$ cat src/rtl/simt_scheduler_if.sv
// rtl/simt_scheduler_if.sv - control bundle between a SIMT core and its scheduler
interface simt_scheduler_if #(
  parameter int THREADS_PER_BLOCK     = 4,
  parameter int PROGRAM_MEM_ADDR_BITS = 8
);
  localparam int T = THREADS_PER_BLOCK;
  localparam int A = PROGRAM_MEM_ADDR_BITS;

  logic                 start;
  logic [$clog2(T):0]   thread_count;
  logic [2:0]           fetcher_state;
  logic                 decoded_mem_read_enable;
  logic                 decoded_mem_write_enable;
  logic                 decoded_ret;
  logic [2*T-1:0]       lsu_state;
  logic [A*T-1:0]       next_pc;

  logic [2:0]           core_state;
  logic [A-1:0]         current_pc;
  logic [T-1:0]         active_mask;
  logic                 done;

  modport master (
    output start, thread_count, fetcher_state, decoded_mem_read_enable,
           decoded_mem_write_enable, decoded_ret, lsu_state, next_pc,
    input  core_state, current_pc, active_mask, done
  );

  modport slave (
    input  start, thread_count, fetcher_state, decoded_mem_read_enable,
           decoded_mem_write_enable, decoded_ret, lsu_state, next_pc,
    output core_state, current_pc, active_mask, done
  );
endinterface

$ cat src/rtl/simt_scheduler.sv
// rtl/simt_scheduler.sv - SIMT block scheduler with min-PC reconvergence
// Per-lane PC divergence tracking is enabled by SIMT_SCHEDULER_DIVERGENCE_EN.
module simt_scheduler #(
  parameter int THREADS_PER_BLOCK     = 4,
  parameter int PROGRAM_MEM_ADDR_BITS = 8
) (
  input  logic             clk,
  input  logic             reset_n,
  simt_scheduler_if.slave  bus
);
  localparam int T  = THREADS_PER_BLOCK;
  localparam int A  = PROGRAM_MEM_ADDR_BITS;
  localparam int CW = $clog2(T) + 1;

  typedef enum logic [2:0] {
    S_IDLE    = 3'd0,
    S_FETCH   = 3'd1,
    S_DECODE  = 3'd2,
    S_REQUEST = 3'd3,
    S_WAIT    = 3'd4,
    S_EXECUTE = 3'd5,
    S_UPDATE  = 3'd6,
    S_DONE    = 3'd7
  } state_t;

  state_t        state_q, state_d;
  logic [A-1:0]  current_pc_q, current_pc_d;
  logic [T-1:0]  active_mask_q, active_mask_d;
  logic [T-1:0]  enabled_q, enabled_d;
  logic [T-1:0]  retired_q, retired_d;

  logic [CW-1:0] n_lanes;
  logic [T-1:0]  start_lanes;
  logic          lsu_busy;

  assign n_lanes = (bus.thread_count > CW'(T)) ? CW'(T) : bus.thread_count;

  always_comb begin
    start_lanes = '0;
    for (int i = 0; i < T; i++) begin
      start_lanes[i] = (CW'(i) < n_lanes);
    end
  end

  // Only lanes issuing the current instruction can hold the block in WAIT.
  always_comb begin
    lsu_busy = 1'b0;
    for (int i = 0; i < T; i++) begin
      if (active_mask_q[i] &&
          (bus.lsu_state[2*i +: 2] == 2'b01 || bus.lsu_state[2*i +: 2] == 2'b10)) begin
        lsu_busy = 1'b1;
      end
    end
  end

`ifdef SIMT_SCHEDULER_DIVERGENCE_EN
  logic [A-1:0] pc_q   [T];
  logic [A-1:0] pc_d   [T];
  logic [A-1:0] upd_pc [T];
  logic [T-1:0] upd_retired;
  logic [A-1:0] min_pc;
  logic [T-1:0] min_mask;
  logic         min_found;

  always_comb begin
    upd_retired = retired_q | (bus.decoded_ret ? active_mask_q : '0);
    for (int i = 0; i < T; i++) begin
      upd_pc[i] = (active_mask_q[i] && !bus.decoded_ret) ? bus.next_pc[A*i +: A] : pc_q[i];
    end
  end

  // Reselect: the lowest pending PC issues next; parked lanes rejoin on equality.
  always_comb begin
    min_pc    = '0;
    min_found = 1'b0;
    min_mask  = '0;
    for (int i = 0; i < T; i++) begin
      if (enabled_q[i] && !upd_retired[i] && (!min_found || upd_pc[i] < min_pc)) begin
        min_pc    = upd_pc[i];
        min_found = 1'b1;
      end
    end
    for (int i = 0; i < T; i++) begin
      min_mask[i] = enabled_q[i] && !upd_retired[i] && (upd_pc[i] == min_pc);
    end
  end
`else
  logic [A-1:0] last_pc;

  always_comb begin
    last_pc = current_pc_q;
    for (int i = 0; i < T; i++) begin
      if (active_mask_q[i]) begin
        last_pc = bus.next_pc[A*i +: A];
      end
    end
  end
`endif

  always_comb begin
    state_d       = state_q;
    current_pc_d  = current_pc_q;
    active_mask_d = active_mask_q;
    enabled_d     = enabled_q;
    retired_d     = retired_q;
`ifdef SIMT_SCHEDULER_DIVERGENCE_EN
    pc_d          = pc_q;
`endif
    case (state_q)
      S_IDLE: begin
        if (bus.start) begin
          enabled_d     = start_lanes;
          retired_d     = ~start_lanes;
          active_mask_d = start_lanes;
          current_pc_d  = '0;
`ifdef SIMT_SCHEDULER_DIVERGENCE_EN
          for (int i = 0; i < T; i++) begin
            pc_d[i] = '0;
          end
`endif
          state_d = (n_lanes == '0) ? S_DONE : S_FETCH;
        end
      end
      S_FETCH:   if (bus.fetcher_state == 3'b010) state_d = S_DECODE;
      S_DECODE:  state_d = S_REQUEST;
      S_REQUEST: state_d = S_WAIT;
      S_WAIT:    if (!lsu_busy) state_d = S_EXECUTE;
      S_EXECUTE: state_d = S_UPDATE;
      S_UPDATE: begin
`ifdef SIMT_SCHEDULER_DIVERGENCE_EN
        retired_d = upd_retired;
        pc_d      = upd_pc;
        if (min_found) begin
          current_pc_d  = min_pc;
          active_mask_d = min_mask;
          state_d       = S_FETCH;
        end else begin
          active_mask_d = '0;
          state_d       = S_DONE;
        end
`else
        if (bus.decoded_ret) begin
          retired_d     = '1;
          active_mask_d = '0;
          state_d       = S_DONE;
        end else begin
          current_pc_d  = last_pc;
          active_mask_d = enabled_q & ~retired_q;
          state_d       = S_FETCH;
        end
`endif
      end
      S_DONE:  if (!bus.start) state_d = S_IDLE;
      default: state_d = S_IDLE;
    endcase
  end

  always_ff @(posedge clk or negedge reset_n) begin
    if (!reset_n) begin
      state_q       <= S_IDLE;
      current_pc_q  <= '0;
      active_mask_q <= '0;
      enabled_q     <= '0;
      retired_q     <= '1;
`ifdef SIMT_SCHEDULER_DIVERGENCE_EN
      for (int i = 0; i < T; i++) begin
        pc_q[i] <= '0;
      end
`endif
    end else begin
      state_q       <= state_d;
      current_pc_q  <= current_pc_d;
      active_mask_q <= active_mask_d;
      enabled_q     <= enabled_d;
      retired_q     <= retired_d;
`ifdef SIMT_SCHEDULER_DIVERGENCE_EN
      pc_q          <= pc_d;
`endif
    end
  end

  assign bus.core_state  = state_q;
  assign bus.current_pc  = current_pc_q;
  assign bus.active_mask = active_mask_q;
  assign bus.done        = (state_q == S_DONE);
endmodule

$ cat src/flat_wrapper.sv
// flat-port wrapper written by rule: the top's interface ports become plain ports
module simt_scheduler_flat 
#(
  parameter int THREADS_PER_BLOCK     = 4,
  parameter int PROGRAM_MEM_ADDR_BITS = 8
)
  (clk, reset_n, bus_start, bus_thread_count, bus_fetcher_state, bus_decoded_mem_read_enable, bus_decoded_mem_write_enable, bus_decoded_ret, bus_lsu_state, bus_next_pc, bus_core_state, bus_current_pc, bus_active_mask, bus_done);
  simt_scheduler_if #(.THREADS_PER_BLOCK(THREADS_PER_BLOCK), .PROGRAM_MEM_ADDR_BITS(PROGRAM_MEM_ADDR_BITS)) bus_i ();
  input  logic clk;
  input  logic reset_n;
  input wire logic [$bits(bus_i.start)-1:0] bus_start;
  input wire logic [$bits(bus_i.thread_count)-1:0] bus_thread_count;
  input wire logic [$bits(bus_i.fetcher_state)-1:0] bus_fetcher_state;
  input wire logic [$bits(bus_i.decoded_mem_read_enable)-1:0] bus_decoded_mem_read_enable;
  input wire logic [$bits(bus_i.decoded_mem_write_enable)-1:0] bus_decoded_mem_write_enable;
  input wire logic [$bits(bus_i.decoded_ret)-1:0] bus_decoded_ret;
  input wire logic [$bits(bus_i.lsu_state)-1:0] bus_lsu_state;
  input wire logic [$bits(bus_i.next_pc)-1:0] bus_next_pc;
  output wire logic [$bits(bus_i.core_state)-1:0] bus_core_state;
  output wire logic [$bits(bus_i.current_pc)-1:0] bus_current_pc;
  output wire logic [$bits(bus_i.active_mask)-1:0] bus_active_mask;
  output wire logic [$bits(bus_i.done)-1:0] bus_done;
  assign bus_i.start = bus_start;
  assign bus_i.thread_count = bus_thread_count;
  assign bus_i.fetcher_state = bus_fetcher_state;
  assign bus_i.decoded_mem_read_enable = bus_decoded_mem_read_enable;
  assign bus_i.decoded_mem_write_enable = bus_decoded_mem_write_enable;
  assign bus_i.decoded_ret = bus_decoded_ret;
  assign bus_i.lsu_state = bus_lsu_state;
  assign bus_i.next_pc = bus_next_pc;
  assign bus_core_state = bus_i.core_state;
  assign bus_current_pc = bus_i.current_pc;
  assign bus_active_mask = bus_i.active_mask;
  assign bus_done = bus_i.done;
  simt_scheduler #(.THREADS_PER_BLOCK(THREADS_PER_BLOCK), .PROGRAM_MEM_ADDR_BITS(PROGRAM_MEM_ADDR_BITS)) u_core (.clk(clk), .reset_n(reset_n), .bus(bus_i));
endmodule
$ cat config.mk
export PLATFORM = sky130hd
export DESIGN_NAME = simt_scheduler_flat
export DESIGN_NICKNAME = d
export VERILOG_FILES = /design/src/rtl/simt_scheduler_if.sv /design/src/rtl/simt_scheduler.sv /design/src/flat_wrapper.sv
export SDC_FILE = /design/constraint.sdc
export NUM_CORES = 1
export LEC_CHECK = 0
export ABC_AREA = 1
export ABC_CLOCK_PERIOD_IN_PS = 3000
export BUFFER_PORTS_ARGS = -buffer_cell sky130_fd_sc_hd__buf_2
export CAP_MARGIN = 20
export CELL_PAD_IN_SITES_DETAIL_PLACEMENT = 0
export CELL_PAD_IN_SITES_GLOBAL_PLACEMENT = 1
export CORE_ASPECT_RATIO = 0.9
export CORE_MARGIN = 4
export CORE_UTILIZATION = 30
export DETAILED_ROUTE_END_ITERATION = 6
export PLACE_DENSITY = 0.88
export SLEW_MARGIN = 20
export SYNTH_ARGS = -nofsm -noshare
export SYNTH_HDL_FRONTEND = slang
export SYNTH_SLANG_ARGS = --single-unit
$ cat constraint.sdc
create_clock -name clk -period 3 [get_ports clk]
set_input_delay 0.3 -clock clk [delete_from_list [all_inputs] [get_ports clk]]
set_output_delay 0.3 -clock clk [all_outputs]
set_load 0.05 [all_outputs]
==> results.py <==
metrics = {
    "route": {
        "wire_per_inst_microns": 11.6,
        "detail_route.vias_per_cell": 4.54,
        "vias": 1489,
        "drt_first_pass_iters": 4,
        "drt-initial-drc-count": 107,
        "wl_microns": 3810,
        "drc": 0,
        "antenna_left": 0,
    },
    "final_layout": {
        "antenna_cells": 0,
        "drive_above_1_share_pct": 32.0,
        "stdcell_area_sq_um": 1830,
        "area_growth_pct": 29.0,
        "fillers": 500,
        "multi_input_area_sq_um": 708,
        "fin_nets": 319,
        "regArea_sq_um": 581,
    },
    "floorplanning": {
        "io_pins": 68,
        "dieArea_sq_um": 5890,
        "rows": 23,
        "core_area_sq_um": 4520,
        "start_util_pct": 31.3,
        "die_w_microns": 80.4,
        "die_height_microns": 73.2,
    },
    "clock_tree": {
        "clk_latency_ns": 0.26,
        "cts_setup_buffers": 0,
        "cts.sinks": 23,
        "cts_root_buffer": "clkbuf_8",
        "ctsHoldBuffers": 0,
        "htreeDepth": 1,
        "cts_tree": "yes",
        "cts.repair.resized": 0,
        "path_clk_slew_ns": 0.08,
        "numCtsBuffers": 3,
        "cts.path.max_buffers": 2,
    },
    "sta": {
        "worst_pin_slew_ns": 0.544,
        "fin_worst_skew_ns": 0.00864,
        "relSlewSlack_pct": 63.7,
        "period_minus_slack_ns": 1.83,
        "hold_slack_ns": -0.00962,
        "max_freq_mhz": 546,
        "hold_viol_final": 9,
        "finalSetupTns_ns": 0,
        "post-route-period-util_pct": 61.0,
        "slew_viol_final": 0,
        "finalSetupViolations": 0,
        "rsz0062_at_grt": "false",
    },
    "global_route": {
        "grt_pass1_wl_microns": 6140,
        "grt_start_max_net_pins": 24,
        "antenna_found_initial": 0,
        "grt_remaining_overflow": 0,
        "grt_pass1_vias": 1386,
        "grt_usage_pct": 13.5,
    },
    "placed_design": {
        "dp_hpwl_microns": 2990,
        "port-buffer-count": 65,
        "gp_congestion": 0.783,
        "placed_area_sq_um": 1780,
    },
    "power_and_ir_drop": {
        "power_frac_clock_pct": 10.8,
        "intPower_uw": 831,
        "netSwitchingPower_uw": 905,
        "seq_power_share_pct": 33.7,
        "switching_share_pct": 52.1,
        "p_per_area_nw_per_um2": 950,
        "combPwrFrac_pct": 55.5,
        "vdd_drop_max_v": 0.000257,
        "leakagePower_uw": 0.00100,
    },
    "run_status": {
        "violations": "hold timing",
        "status": "complete, but fails checks",
    },
    "run": {
        "drv_cap": 0,
    },
    "worst_setup_path": {
        "crit_slowest_cell": "dfrtp_1",
        "critPathBufInv": 1,
        "slowest_delay_ns": 0.61,
        "crit_path_max_fanout": 16,
        "arrival_ns": 1.96,
        "critical_path.cell_chain": "clkinv_1 > nand4_1 > nand3_2 > nand3_1 > o21ai_0",
        "critical_path.top_delay_family": "flip-flops",
        "crit_type": "reg2reg",
        "end_kind": "flip-flop",
        "crit_required_ns": 3.13,
        "start_kind": "flip-flop",
    },
    "logic_synthesis": {
        "synth_area_per_cell_sq_um": 6.98,
        "synth.distinct_cells": 28,
        "synthesis.instances": 203,
        "synth_nets": 255,
        "ys_seq_elements": 23,
        "syn_area_sq_um": 1420,
        "yosysWarnings": 0,
        "yosysSeqAreaShare_pct": 41.0,
    },
    "min_path": {
        "min_path_type": "in2async",
    },
}
-- layout by cell type (no fill, tap or decap), types with 2 or more instances in the layout --
| master | netlist | final |
|---|---|---|
| inv_2 | 3 | 3 |
| dfrtp_1 | 19 | 19 |
| a22oi_1 | 2 | 2 |
| inv_1 | 19 | 19 |
| nand2_1 | 60 | 60 |
| nand4_1 | 4 | 4 |
| nand3_1 | 15 | 15 |
| dfstp_2 | 4 | 4 |
| o21ai_0 | 17 | 17 |
| a21oi_1 | 11 | 11 |
| nor3_1 | 2 | 2 |
| nand2_2 | 4 | 4 |
| o22ai_1 | 7 | 7 |
| clkinv_1 | 2 | 2 |
| buf_2 | 3 | 65 |
| o21ai_1 | 2 | 2 |
| nor2_1 | 18 | 18 |
| clkbuf_8 | 0 | 3 |
-- cells by family (layout without fill, tap and decap cells) --
group	after synthesis	count (layout)	share of synthesized area, %
AO/OA/AOI/OAI	43	43	17.0
flip-flops	23	23	41.0
multiplexers	1	1	0.795
AND/OR/NAND/NOR	106	106	32.2
buffers and inverters	30	93	9.01
-- layout make-up --
class / instances / area share, %
inverter: 24 / 4.93
timing repair buffer: 65 / 17.8
multi-input combinational: 150 / 38.8
tap: 62 / 4.25
clock buffer: 4 / 2.47
sequential: 23 / 31.8
-- layer usage --
| metal | routed length [microns] | track usage (%) | vias up | share of wire (%) |
|---|---|---|---|---|
| li1 | - | - | 795 | - |
| met1 | 1810 | 18.2 | 643 | 48 |
| met2 | 1600 | 20.9 | 47 | 42 |
| met3 | 366 | 3.58 | 4 | 9.6 |
| met4 | 34 | 4.50 | 0 | 0.89 |
| met5 | 0 | 0 | - | 0 |
-- synth_stat cells (all sizes together) --
cell	instances	area (sq um)
nand2	64	250
inv	22	82.6
nor2	20	85.1
o21ai	20	104
dfrtp	19	475
nand3	16	85.1
a21oi	12	63.8
o22ai	7	43.8
buf	5	33.8
dfstp	4	105
nand4	4	25.0
a22oi	2	15.0
clkinv	2	7.51
nor3	2	10.0
clkbuf	1	3.75
mux2	1	11.3
o211ai	1	7.51
o21bai	1	7.51
-- power by group through the flow --
stage	registers [uW]	clock network [uW]	logic, uW
global route	611	208	1080
floorplan	771	0	545
global placement	586	0	954
CTS	588	194	969
finish	585	188	963
detailed placement	593	0	966
-- worst paths after layout --
check | startpoint | cells after the start | slack, ns | endpoint
max in group asynchronous | reset_n | 1 | 2.64 | u_core.retired_q[1]$_DFFE_PN1P_
min in group clk | bus_thread_count[2] | 2 | 0.22 | u_core.retired_q[3]$_DFFE_PN1P_
worst min register to register | u_core.enabled_q[3]$_DFFE_PN0P_ | 2 | 0.49 | u_core.enabled_q[3]$_DFFE_PN0P_
worst max register to register | u_core.bus.active_mask[1]$_DFFE_PN0P_ | 5 | 1.17 | u_core.bus.current_pc[5]$_DFFE_PN0P_
worst max-delay path | u_core.bus.active_mask[1]$_DFFE_PN0P_ | 5 | 1.17 | u_core.bus.current_pc[5]$_DFFE_PN0P_
worst min-delay path | reset_n | 1 | -0.01 | u_core.bus.core_state[1]$_DFFE_PN0P_
-- state kept, by name, indices dropped and copies added, names as in the netlist --
| name | flops |
|---|---|
| u_core.bus.current_pc | 8 |
| u_core.bus.active_mask | 4 |
| u_core.retired_q | 4 |
| u_core.bus.core_state | 3 |
| u_core.enabled_q | 4 |
-- metrics by stage --
stage,setup WS (ns),hold slack (ns),instances,util [%],power [uW]
5_1_grt,0.951,0.0212,328,40.4,1900
3_3_place_gp,1.23,0.308,324,39.4,1540
4_1_cts,1.15,0.00803,328,40.4,1750
2_1_floorplan,0.826,0.00441,203,-,1320
3_5_place_dp,1.19,0.297,324,39.4,1560
6_report,1.17,-0.00962,328,40.4,1740
Power figures use the tool's default switching activity.
